===== src/rtl/seq_divider.sv =====
// -----------------------------------------------------------------------------
// seq_divider
//
// Multi-cycle unsigned restoring divider. A division is requested with a
// one-cycle start pulse while idle. A normal division takes WIDTH iterations,
// one per clock. A zero divisor skips the iterations and reports divide-by-zero.
// Results stay on the outputs until the next accepted request completes.
//
// Parameters:
//   WIDTH  operand, quotient and remainder width; also the iteration count.
//          Must be at least 2.
//
// Ports:
//   clk    in   1      rising-edge clock
//   rst    in   1      synchronous active-high reset; aborts a running division
//   start  in   1      division request, sampled only while idle
//   A      in   WIDTH  dividend, needed only in the start cycle
//   B      in   WIDTH  divisor, needed only in the start cycle
//   busy   out  1      high while a division is running or completing
//   done   out  1      one-cycle pulse when Q, R, z and dz are valid
//   Q      out  WIDTH  quotient (all ones on divide-by-zero)
//   R      out  WIDTH  remainder (the dividend on divide-by-zero)
//   z      out  1      quotient is zero
//   dz     out  1      divide-by-zero occurred
// -----------------------------------------------------------------------------
module seq_divider #(
   parameter int WIDTH = 8
) (
   input  logic             clk,
   input  logic             rst,
   input  logic             start,
   input  logic [WIDTH-1:0] A,
   input  logic [WIDTH-1:0] B,
   output logic             busy,
   output logic             done,
   output logic [WIDTH-1:0] Q,
   output logic [WIDTH-1:0] R,
   output logic             z,
   output logic             dz
);

   localparam int CNT_W = (WIDTH > 1) ? $clog2(WIDTH) : 1;

   typedef enum logic [1:0] {
      IDLE = 2'd0,
      RUN  = 2'd1,
      DONE = 2'd2
   } state_t;

   state_t           state_reg;
   logic [WIDTH-1:0] quo_reg;   // dividend shifts out of the top, quotient bits in at the bottom
   logic [WIDTH-1:0] div_reg;   // latched divisor
   logic [WIDTH-1:0] rem_reg;   // partial remainder
   logic [CNT_W-1:0] cnt_reg;   // iteration counter

   // The partial remainder is WIDTH+1 bits wide conceptually, but after every
   // iteration it is strictly smaller than the divisor, so its top bit is
   // always zero and is not stored. The extra bit only exists in the
   // candidate/trial arithmetic below.
   logic [WIDTH:0]   cand;
   logic [WIDTH:0]   trial;
   logic             no_borrow;
   logic [WIDTH-1:0] rem_next;
   logic [WIDTH-1:0] quo_next;
   logic             last_iter;

   assign cand      = {rem_reg, quo_reg[WIDTH-1]};
   assign trial     = cand - {1'b0, div_reg};
   assign no_borrow = ~trial[WIDTH];
   // When the trial borrows, cand[WIDTH] is necessarily 0 (otherwise the
   // candidate would exceed any WIDTH-bit divisor), so dropping it is safe.
   assign rem_next  = no_borrow ? trial[WIDTH-1:0] : cand[WIDTH-1:0];
   assign quo_next  = {quo_reg[WIDTH-2:0], no_borrow};
   assign last_iter = (cnt_reg == CNT_W'(WIDTH - 1));

   always_ff @(posedge clk) begin
      if (rst) begin
         state_reg <= IDLE;
         quo_reg   <= '0;
         div_reg   <= '0;
         rem_reg   <= '0;
         cnt_reg   <= '0;
         busy      <= 1'b0;
         done      <= 1'b0;
         Q         <= '0;
         R         <= '0;
         z         <= 1'b0;
         dz        <= 1'b0;
      end else begin
         // done is a single-cycle pulse; it is set only on entry to DONE.
         done <= 1'b0;

         case (state_reg)
            IDLE: begin
               if (start) begin
                  busy <= 1'b1;
                  if (B != '0) begin
                     quo_reg   <= A;
                     div_reg   <= B;
                     rem_reg   <= '0;
                     cnt_reg   <= '0;
                     state_reg <= RUN;
                  end else begin
                     // Divide-by-zero: report immediately, no iterations.
                     Q         <= '1;
                     R         <= A;
                     z         <= 1'b0;
                     dz        <= 1'b1;
                     done      <= 1'b1;
                     state_reg <= DONE;
                  end
               end
            end

            RUN: begin
               quo_reg <= quo_next;
               rem_reg <= rem_next;
               cnt_reg <= cnt_reg + 1'b1;
               if (last_iter) begin
                  // Publish the results of this final iteration directly so
                  // done lines up with valid outputs in the DONE cycle.
                  Q         <= quo_next;
                  R         <= rem_next;
                  z         <= (quo_next == '0);
                  dz        <= 1'b0;
                  done      <= 1'b1;
                  state_reg <= DONE;
               end
            end

            DONE: begin
               busy      <= 1'b0;
               state_reg <= IDLE;
            end

            default: begin
               busy      <= 1'b0;
               state_reg <= IDLE;
            end
         endcase
      end
   end

endmodule

===== config.mk =====
export PLATFORM = sky130hd
export DESIGN_NAME = seq_divider
export DESIGN_NICKNAME = d
export VERILOG_FILES = /design/src/rtl/seq_divider.sv
export SDC_FILE = /design/constraint.sdc
export NUM_CORES = 1
export LEC_CHECK = 0
export CAP_MARGIN = 20
export CELL_PAD_IN_SITES_DETAIL_PLACEMENT = 1
export CELL_PAD_IN_SITES_GLOBAL_PLACEMENT = 2
export CORE_MARGIN = 2
export CORE_UTILIZATION = 32
export DETAILED_ROUTE_END_ITERATION = 12
export GPL_TIMING_DRIVEN = 0
export PLACE_DENSITY = 0.76
export SYNTH_ARGS = -nofsm -noshare
export SYNTH_HDL_FRONTEND = slang
export SYNTH_SLANG_ARGS = --single-unit

===== constraint.sdc =====
create_clock -name clk -period 3.02 [get_ports clk]
set_clock_uncertainty 0.05 [all_clocks]
set_input_delay 0.302 -clock clk [delete_from_list [all_inputs] [get_ports clk]]
set_output_delay 0.302 -clock clk [all_outputs]
set_load 0.02 [all_outputs]

==> results of run 1 <==
==> final cells by class <==
cell class,count,area share
Buffer,14,0.0181
Timing Repair Buffer,38,0.122
Clock buffer,6,0.0233
Inverter,18,0.0233
Multi-Input combinational cell,214,0.452
Tap cell,102,0.0410
Sequential cell,49,0.315
Clock inverter,2,0.00442
==> worst min-delay path by stage <==
| stage | slack (ps) | endpoint | cells after the start |
|---|---|---|---|
| 2_1_floorplan | 390 | cnt_reg[0]$_SDFFE_PP0P_ | 1 |
| 3_3_place_gp | 400 | busy$_SDFFE_PP0P_ | 2 |
| 3_5_place_dp | 410 | busy$_SDFFE_PP0P_ | 2 |
| 4_1_cts | 430 | busy$_SDFFE_PP0P_ | 2 |
| 5_1_grt | 460 | cnt_reg[0]$_SDFFE_PP0P_ | 1 |
| 6_report | 420 | busy$_SDFFE_PP0P_ | 2 |
==> layout by cell type, fill, tap and decap left out, types with 2 or more instances in the layout <==
cell / n
buf_2: 2
a311oi_1: 7
clkbuf_8: 5
clkbuf_1: 11
clkdlybuf4s50_1: 38
nor3_1: 4
inv_1: 16
nor4_1: 3
nand3_1: 8
nand2b_1: 8
nor2_1: 30
nand2_1: 32
ha_1: 10
mux2i_1: 8
a21oi_1: 15
nor2b_1: 3
o211ai_1: 6
a211oi_1: 4
o21ai_1: 2
o221a_2: 8
and3_1: 5
a221o_1: 6
nand4_1: 6
xor2_1: 4
o21ai_0: 15
a21o_2: 2
o31ai_1: 2
a21o_1: 2
a31oi_1: 3
dfxtp_1: 49
==> repair_timing <==
item,in CTS,in global routing
gates resized for setup,0,3
setup endpoints to repair,0,3
setup buffers,0,0
==> layer usage <==
layer  share of wire  vias to the layer above
li1                -                     1169
met4           0.019                        0
met3           0.034                        9
met5               0                        -
met2            0.48                       40
met1            0.47                     1139
==> logic make-up (layout without fill, tap and decap cells) <==
| family | count (synthesis) | after routing | share of synthesized area |
|---|---|---|---|
| muxes | 10 | 10 | 0.0403 |
| adders and majority gates | 11 | 11 | 0.0578 |
| and+or+nand+nor | 106 | 106 | 0.202 |
| DFF | 49 | 49 | 0.390 |
| AOI/OAI and AO/OA | 83 | 83 | 0.245 |
| xor gates and xnor gates | 4 | 4 | 0.0139 |
| buffers and inverters | 32 | 78 | 0.0508 |
==> metrics by stage <==
stage | total power [W] | cells | hold slack [ps] | instance area (µm²)
floorplan | 0.00102 | 295 | 394 | 2510
global placement | 0.00118 | 435 | 399 | 3020
detailed placement | 0.00119 | 435 | 409 | 3020
CTS | 0.00159 | 443 | 427 | 3110
global route | 0.00167 | 443 | 464 | 3110
finish | 0.00158 | 443 | 417 | 3110
==> worst max-delay path, delay by kind of cell (launching register included) <==
family	cells	cell delay, ps
AO/OA/AOI/OAI	1	280
adder cells (fa/ha/maj)	2	420
buffers and inverters	2	140
flip-flops	1	420
multiplexers	1	410
AND/OR/NAND/NOR	4	1020
==> power by group through the flow <==
stage	sequential, W	clock [W]	combinational (W)
2_1_floorplan	0.000718	0	0.000306
3_3_place_gp	0.000728	0	0.000454
3_5_place_dp	0.000728	0	0.000458
4_1_cts	0.000713	0.000414	0.000461
5_1_grt	0.000719	0.000436	0.000518
6_report	0.000713	0.000402	0.000464
==> results.md, run 1 <==
* Status: complete, no violations
* Max stage delay cell, worst path: dfxtp_1
* Total wire length at between 7 and 8 mm
* # setup viols final at 0
* Grt met1 use at 0.230
* Vias in the first global route at around 2.4k
* CTS buffer count at 5
* Met2 usage at 0.306
* Critical path's most frequent cell: inv_1
* Final Wtd Congestion at 0.799
* Netlist cell types at 51
* Final Max Tran Viols at 0
* Pre-CTS setup slack at 133 ps
* CTS Sinks at 49
* Antenna violations before repair at 0
* Final hold vios at 0
* Total die area at 8580 µm²
* Slew HR at 0.554
* Tmin final at 2840 ps
* Crit path to: R[2]$_SDFFE_PP0P_
* Slowest cell delay on critical path at between 400 and 500 ps
* First-pass GRT wire length at between 10 and 15 mm
* Sequential area share after synthesis at 0.390
* #FFs+latches synth at ~50
* FF-to-FF Start: quo_reg[7]$_SDFFE_PP0P_
* Syn_area_per_cell at around 8.5 µm²
* Leakage Power at ~1.2 nW
* Final Core Density at 0.407
* Clock slew at reported path FFs at approximately 100 ps
* Layout Area Growth over Synthesis at 23.9%
* R2R Setup Slk at 180 ps
* Combinational share of power at 0.294
* Die width at between 90 and 100 µm
* Core Area at around 7600 µm²
* R2R cell count at 10
* Sequential share of power at 0.452
* Die extent in y at around 93 µm
* Ys async rst share at 0
* Pwr dens at between 500 and 600 nW/µm²
* Setup TNS at 0 ps
* Clock share of power at 0.255
* Setup crit start: quo_reg[7]$_SDFFE_PP0P_
* Inserted Diodes at 0
* Synth warn at 0
* Top-area cell type share of the netlist area at 0.390
* HP Class: reg2reg
* Area leader, netlist: dfxtp_1
* Worst Path Arrival at around 3000 ps
* First drt pass iteration count at 4
* Setup WS post-layout at between 150 and 200 ps
* WL/cell at 16.5 µm
* Reg2reg end: R[2]$_SDFFE_PP0P_
* Period utilisation layout at 0.942
* Met3 Track Usage GR at 0.0366
* Gr usage total at 0.182
* Crit start category: flip-flop
* CTS max path bufs at 2
* Initial Utilization at 0.329
* Mapped Area at between 2000 and 3000 µm²
* Switch Pwr at ~0.00056 W
* Root Driver: clkbuf_8
* Largest net degree at the start of global routing at 16
* Max Freq at between 300 and 400 MHz
* Post-DR vias/cell at 5.32
* Storage element area at 981 µm²
* Setup CP Type: reg2reg
* Synth Instances at 295
* Max-cap violations at 0
* Switch share at 0.358
* Syn Nets at approximately 330
* Drt drc at 0
* Worst Tran Pin Value at between 600 and 700 ps
* Initial DRC Count at just under 100
* VDD IR max at 206 µV
* Synth Flop Type: dfxtp_1
* Number of nets in the layout at 370
* Worst EP required at roughly 3200 ps
* Final ANT Viol Nets at 0
* P_int at between 0.001 and 0.0015 W
* Area contributors post-synth: dfxtp_1, ha_1, nand2_1, nor2_1, mux2i_1
* Top Usage Layer GRT: met2
* CTS tree: done
* Crit path cell chain: inv_1, ha_1, inv_1, fa_1, nand3_1, a21oi_1, mux2_2, nor2_2, nor4_1, or3_1
* Clock latency on the worst-skew pair at between 300 and 400 ps
* Most frequent cells after synthesis: dfxtp_1, nand2_1, nor2_1, inv_1
* H-tree depth at 2
* Via count at 2357
* Total gr overflow at 0
* PortBufs at 38
* Max FO, Critical Path at 9
* Hold_sp: busy$_SDFFE_PP0P_
* CTS Hold Bufs at 0
* RSZ-0062 raised after global routing: no
* Ports at 39
* Rows at 32
* EDFF count, synth at 0
* Critical Path End Type: flip-flop
* Hpwl dp at 5.80 mm
* Filler Cell Count at 898
* Most common cell in the netlist: dfxtp_1
* Area of the multi-input gates at 1410 µm²
* Share of layout cells above drive strength 1 at 0.0850
Note: power is estimated with default switching activity, not from simulation.
==> run 2: changes to the inputs <==
--- a/config.mk
+++ b/config.mk
@@ -10,2 +10,3 @@
 export CELL_PAD_IN_SITES_GLOBAL_PLACEMENT = 2
+export CORE_ASPECT_RATIO = 1.4
 export CORE_MARGIN = 2
@@ -15,2 +16,3 @@
 export PLACE_DENSITY = 0.76
+export SKIP_LAST_GASP = 1
 export SYNTH_ARGS = -nofsm -noshare
--- a/constraint.sdc
+++ b/constraint.sdc
@@ -4,2 +4,2 @@
 set_output_delay 0.302 -clock clk [all_outputs]
-set_load 0.02 [all_outputs]
+set_load 0.1 [all_outputs]
==> run 2 against run 1 <==
Compared with the run above:
- sequential share of layout area down 0.24 points
- die area grew 0.12%
- global-route usage up 1.2 points
- wire length increased by 6.0%
- utilization is essentially flat
- clock power increased by 24%
- non-clock buffer count stayed put
- register-to-register slack better by 60 ps
- sequential cell count did not move
- via count is 0.51% higher
- critical path type unchanged
==> results.md, run 2 (synthesized netlist as in run 1, its figures left out) <==
* Status: complete, no violations
* Die extent in y at 109 µm (+18%)
* First-pass GRT wire length at 12.7 mm (+4.8%)
* Pwr dens at 536 nW/µm² (+5.6%)
* Inserted Diodes at 0 (unchanged)
* Number of nets in the layout at 370 (unchanged)
* CTS max path bufs at 2 (unchanged)
* Clock slew at reported path FFs at 100 ps (about the same)
* Final Max Tran Viols at 0 (unchanged)
* Leakage Power at 1.21 nW (+1.2%)
* Antenna violations before repair at 0 (unchanged)
* Critical path's most frequent cell: inv_1
* Share of layout cells above drive strength 1 at 0.0821 (-0.00293)
* First drt pass iteration count at 4 (unchanged)
* Worst Path Arrival at 2940 ps (-60 ps)
* Total die area at 8590 µm² (+0.12%)
* Core Area at 7700 µm² (+0.72%)
* Ports at 39 (unchanged)
* Final Instance Area at 3140 µm² (+0.76%)
* HP Class: reg2reg
* Clock latency on the worst-skew pair at 310 ps (about the same)
* Crit path cell chain: inv_1, ha_1, inv_1, fa_1, nand3_1, a21oi_1, mux2i_1, nand2_1, clkbuf_2, and3_1, a221o_1
* Largest net degree at the start of global routing at 15 (-1)
* Final Core Density at 0.407 (about the same)
* Period utilisation layout at 0.923 (-0.0189)
* Total Power at 0.00168 W (+6.4%)
* Die width at 78.9 µm (-15%)
* Crit start category: flip-flop
* # setup viols final at 0 (unchanged)
* Slowest cell delay on critical path at 410 ps (about the same)
* Setup TNS at 0 ps (unchanged)
* Area of the multi-input gates at 1400 µm² (-0.27%)
* Tmin final at 2790 ps (-57.2 ps)
* FF-to-FF Start: quo_reg[7]$_SDFFE_PP0P_
* Cell family with the largest share of critical-path delay: simple AND/OR/NAND/NOR gates
* Hold endpoint: busy$_SDFFE_PP0P_
* Hold depth at 2 (unchanged)
* Max-cap violations at 0 (unchanged)
* Initial DRC Count at 119 (+23%)
* Final ANT Viol Nets at 0 (unchanged)
* Critical Path End Type: flip-flop
* Total wire length at 7.75 mm (+6.0%)
* Initial Utilization at 0.326 (-0.00235)
* Final Wtd Congestion at 0.820 (+2.6%)
* R2R cell count at 11 (+1)
* Max Freq at 359 MHz (+2.1%)
* Hpwl dp at 6.17 mm (+6.3%)
* Buf/Inv on CP at 3 (+1)
* CTS buffer count at 5 (unchanged)
* CTS Sinks at 49 (unchanged)
* Vias in the first global route at 2496 (+6.2%)
* Worst Tran Pin Value at 974 ps (+305 ps)
* VDD IR max at 192 µV (-6.8%)
* RSZ-0062 raised after global routing: no
* Hold_sp: busy$_SDFFE_PP0P_
* Worst EP required at 3170 ps (about the same)
* Placed standard-cell area at 3020 µm² (about the same)
* Total gr overflow at 0 (unchanged)
* Filler Cell Count at 938 (+4.5%)
* Storage element area at 981 µm² (unchanged)
* Max stage delay cell, worst path: dfxtp_1
* Drt drc at 0 (unchanged)
* Layout Area Growth over Synthesis at 24.8%
* Post-DR vias/cell at 5.37 (+0.96%)
* Max FO, Critical Path at 10 (+1)
* CTS Hold Bufs at 0 (unchanged)
* PortBufs at 38 (unchanged)
* Setup CP Type: reg2reg
* Gr usage total at 0.194 (+0.0120)
* Final hold vios at 0 (unchanged)
* Commonest non-fill, non-tap cell in the layout: dfxtp_1
* Slew HR at 0.348 (-0.205)
* WL/cell at 17.6 µm (+6.5%)
* Via count at 2369 (+0.51%)
* Commonest non-fill, non-tap cells in the layout: dfxtp_1, clkdlybuf4s50_1, nand2_1
* R2R Setup Slk at 230 ps (+60 ps)
* Reg2reg end: rem_reg[5]$_SDFFE_PP0P_
* CTS tree: done
* H-tree depth at 2 (unchanged)
* Root Driver: clkbuf_8
* Rows at 38 (+19%)
[run 2: cell types whose count changed in the layout (fill, tap and decap cells not counted), sizes merged]
cell,before,now
clkinv,3,2
clkbuf,17,18
inv,17,16
bufinv,0,1
[run 2: how the worst max path moves through the flow]
stage | startpoint | slack, ps | end | cells past startpoint
floorplan | quo_reg[7]$_SDFFE_PP0P_ | 670 | rem_reg[5]$_SDFFE_PP0P_ | 11
global placement | quo_reg[7]$_SDFFE_PP0P_ | 140 | rem_reg[5]$_SDFFE_PP0P_ | 11
detailed placement | quo_reg[7]$_SDFFE_PP0P_ | 180 | rem_reg[5]$_SDFFE_PP0P_ | 11
CTS | quo_reg[7]$_SDFFE_PP0P_ | 130 | rem_reg[5]$_SDFFE_PP0P_ | 11
global route | quo_reg[7]$_SDFFE_PP0P_ | 7 | rem_reg[5]$_SDFFE_PP0P_ | 11
finish | quo_reg[7]$_SDFFE_PP0P_ | 230 | rem_reg[5]$_SDFFE_PP0P_ | 11
[run 2: report_power, final]
part,switching (W),internal [W]
Sequential,0.0000354,0.000679
Clock,0.000229,0.000270
Combinational,0.000300,0.000166
[run 2: worst register-to-register path: cells and delay by family (launching register included)]
family                     cells  cell delay, ps
and+or+nand+nor                3             540
AOI/OAI and AO/OA              2             490
adders and majority gates      2             430
DFF                            1             410
buffers and inverters          3             410
muxes                          1             350
[run 2: area by class of cell]
type	count	area share
well taps	100	0.0399
clock buffers	7	0.0275
repair buffers	38	0.121
flip-flops and latches	49	0.313
clock inverters	1	0.00958
inverters	18	0.0231
plain buffers	14	0.0180
multi-input cells	214	0.448
[run 2: per-stage QoR]
| step | worst slack (ps) | instances | hold WS [ps] |
|---|---|---|---|
| floorplan | 670 | 295 | 394 |
| global placement | 136 | 433 | 400 |
| detailed placement | 176 | 433 | 406 |
| CTS | 131 | 441 | 424 |
| global route | 7.02 | 441 | 448 |
| finish | 233 | 441 | 414 |
[run 2: layer usage]
layer  GRT usage  wire, µm  vias up
met1       0.210      3190     1150
met3      0.0323       173       14
li1            -         -     1166
met4      0.0850       218        0
met2       0.367      4160       39
met5           0         0        -
[run 2: timing repair]
item,in CTS,in global routing
endpoints found under the setup margin,0,2
gates resized for setup,0,2
setup buffers,0,0
==> RTL change (settings of run 2) <==
Register the inputs `start`, `A` and `B` before use. The logic sees them one clock later. Comments in the files are not updated.
--- a/src/rtl/seq_divider.sv
+++ b/src/rtl/seq_divider.sv
@@ -47,6 +47,16 @@
       DONE = 2'd2
    } state_t;
 
+   logic start_q;
+   logic [WIDTH-1:0] A_q;
+   logic [WIDTH-1:0] B_q;
+
+   always_ff @(posedge clk) begin
+      start_q <= start;
+      A_q     <= A;
+      B_q     <= B;
+   end
+
    state_t           state_reg;
    logic [WIDTH-1:0] quo_reg;   // dividend shifts out of the top, quotient bits in at the bottom
    logic [WIDTH-1:0] div_reg;   // latched divisor
@@ -92,18 +102,18 @@
 
          case (state_reg)
             IDLE: begin
-               if (start) begin
+               if (start_q) begin
                   busy <= 1'b1;
-                  if (B != '0) begin
-                     quo_reg   <= A;
-                     div_reg   <= B;
+                  if (B_q != '0) begin
+                     quo_reg   <= A_q;
+                     div_reg   <= B_q;
                      rem_reg   <= '0;
                      cnt_reg   <= '0;
                      state_reg <= RUN;
                   end else begin
                      // Divide-by-zero: report immediately, no iterations.
                      Q         <= '1;
-                     R         <= A;
+                     R         <= A_q;
                      z         <= 1'b0;
                      dz        <= 1'b1;
                      done      <= 1'b1;
Behaviour: not the same (a bounded check fails within 4 cycles, from zero or initial values and one cycle with rst high).
==> RTL change against run 2 <==
- first-iteration DRC count down 48%
- sequential cell count is 17 higher
- wire length rose by 0.32%
- critical path depth is 1 lower
- worst setup slack better by 120 ps
- die area up 9.7%
- final area increased by 15%
- total power rose by 63%
- area after synthesis increased by 10%
==> RTL change: results (changes against run 2) <==
set qor(outcome) {finished clean}
set qor(min-delay-path-class) {input port to register}
set qor(gr-total-overflow) 0 ;# unchanged
set qor(grt_start_max_net_pins) 12 ;# -3
set qor(cp_data_arrival_time_ps) 2810 ;# -130 ps
set qor(synth_seq_area_share) 0.477 ;# +0.0870
set qor(io_buf_count) 37 ;# -2.6%
set qor(timing.reg2reg.setup_slack_ps) 360 ;# +120 ps
set qor(synth.lib_cells_used.distinct) 51 ;# unchanged
set qor(grtUsageTotal) 0.179 ;# -0.0149
set qor(worst-slew-pin-transition_ps) 979 ;# +4.43 ps
set qor(cts_max_path_buffers) 2 ;# unchanged
set qor(fill_cells) 1012 ;# +7.9%
set qor(gp_routability_congestion) 0.814 ;# -0.79%
set qor(route.vias.total) 2408 ;# +1.6%
set qor(detail_route.iter0.violations) 62 ;# -48%
set qor(placed_area_um2) 3270 ;# +8.3%
set qor(antenna-diode-count) 0 ;# unchanged
set qor(synth_top_flop_cell) {dfxtp_1}
set qor(drt_pre_antenna_iters) 4 ;# unchanged
set qor(nNetsFinal) 385 ;# +4.1%
set qor(synth_commonest_cells) {dfxtp_1 (66), nor2_1 (57), nand2_1 (33)}
set qor(total_number_of_yosys_warnings) 0 ;# unchanged
set qor(drt-vias-per-instance) 5.18 ;# -3.6%
set qor(postRouteWirelength_um) 7770 ;# +0.32%
set qor(clkSlewWorstSetupHoldPaths_ps) 50 ;# -50 ps
set qor(wire_length_of_the_first_global_routing_pass_um) 12300 ;# -3.4%
set qor(root_buffer) {clkbuf_16}
set qor(final_layout_size_suffix_gt1_frac) 0.100 ;# +0.0179
set qor(clk_latency_ps) 340 ;# +30 ps
set qor(dp_cells) 449 ;# +3.7%
set qor(cts-buffers-inserted) 9 ;# +4
set qor(power.ir.vdd_worst_uv) 312 ;# +63%
set qor(synthCells) 307 ;# +4.1%
set qor(sw_frac_of_total) 0.298 ;# -0.0377
set qor(synth_async_sr_flop_share) 0 ;# unchanged
set qor(syn_nets) 337 ;# +3.7%
set qor(whs_ps) 317 ;# -97.2 ps
set qor(worst-path-max-fanout) 6 ;# -4
set qor(htree_levels) 3 ;# +1
set qor(antenna_found_initial) 0 ;# unchanged
set qor(top_post_synthesis_cells_by_area) {dfxtp_1 (48%), nor2_1 (7.7%), ha_1 (4.5%), nand2_1 (4.5%), a311oi_1 (4.4%)}
set qor(cts.repair_timing.setup_buffer_count) 0 ;# unchanged
set qor(power.static_leakage_uw) 0.00134 ;# +11%
set qor(place.detailed.hpwl_um) 5930 ;# -3.8%
RTL change: cell count changes in the layout (fill, tap and decap cells not counted), sizes merged, moves of 5 or more:
| cell | before | now |
|---|---|---|
| nor2 | 31 | 58 |
| dfxtp | 49 | 66 |
| nor3 | 4 | 14 |
| o21ai | 17 | 8 |
| nand3 | 8 | 0 |
| a311oi | 7 | 14 |
| o221a | 8 | 1 |
| a221o | 6 | 0 |
| mux2i | 9 | 3 |
| a211oi | 4 | 9 |
| and3 | 5 | 0 |
| inv | 16 | 11 |
RTL change: through the flow:
step,setup WS [ps],util
2_1_floorplan,686,-
5_1_grt,128,0.424
4_1_cts,219,0.423
3_5_place_dp,229,0.384
3_3_place_gp,247,0.384
6_report,357,0.424
RTL change: what timing repair did:
action                     in CTS  in global routing
hold buffers                    0                  0
setup endpoints to repair       0                  1
resized for setup               0                  1
RTL change: layer usage:
metal  vias to the layer above  GRT usage  share of wire
met5                         -          0              0
met4                         0     0.0765          0.020
met3                        11     0.0427          0.025
met2                        39      0.327           0.54
met1                      1175      0.189           0.41
li1                       1183          -              -
RTL change: cell families after synthesis:
family	synth area share
buf+inv	0.0398
flops	0.477
simple gates	0.207
compound gates	0.200
mux	0.0176
xor+xnor	0.00633
fa+ha+maj	0.0524
RTL change: final timing paths:
kind              cells after the start         end       start
hold reg to reg                       2           z           z
setup reg to reg                     10        R[3]  quo_reg[7]
setup / recovery                     10        R[3]  quo_reg[7]
hold / removal                        2  rem_reg[7]         rst
RTL change: area by class of cell:
class                   instances  area share
plain buffers                  15      0.0191
clock buffers                  12      0.0711
clock inverters                 4      0.0205
inverters                      11      0.0114
multi-input cells             215       0.373
flip-flops and latches         66       0.366
well taps                     105      0.0364
repair buffers                 37       0.103
RTL change: power by group through the flow:
stage	registers (uW)	clock network (uW)	logic (uW)
2_1_floorplan	978	0	440
3_3_place_gp	980	0	591
3_5_place_dp	982	0	608
4_1_cts	963	1180	612
5_1_grt	969	1220	680
6_report	963	1160	620
RTL change: worst max-delay path: stages, from the launching register on:
cell and delay [ps]:
dfxtp_1 310, inv_1 70, ha_1 170, inv_1 60, fa_1 430, a211oi_2 360
nor3_4 100, mux2i_4 300, nor3_1 100, a41oi_1 410, a311oi_1 150
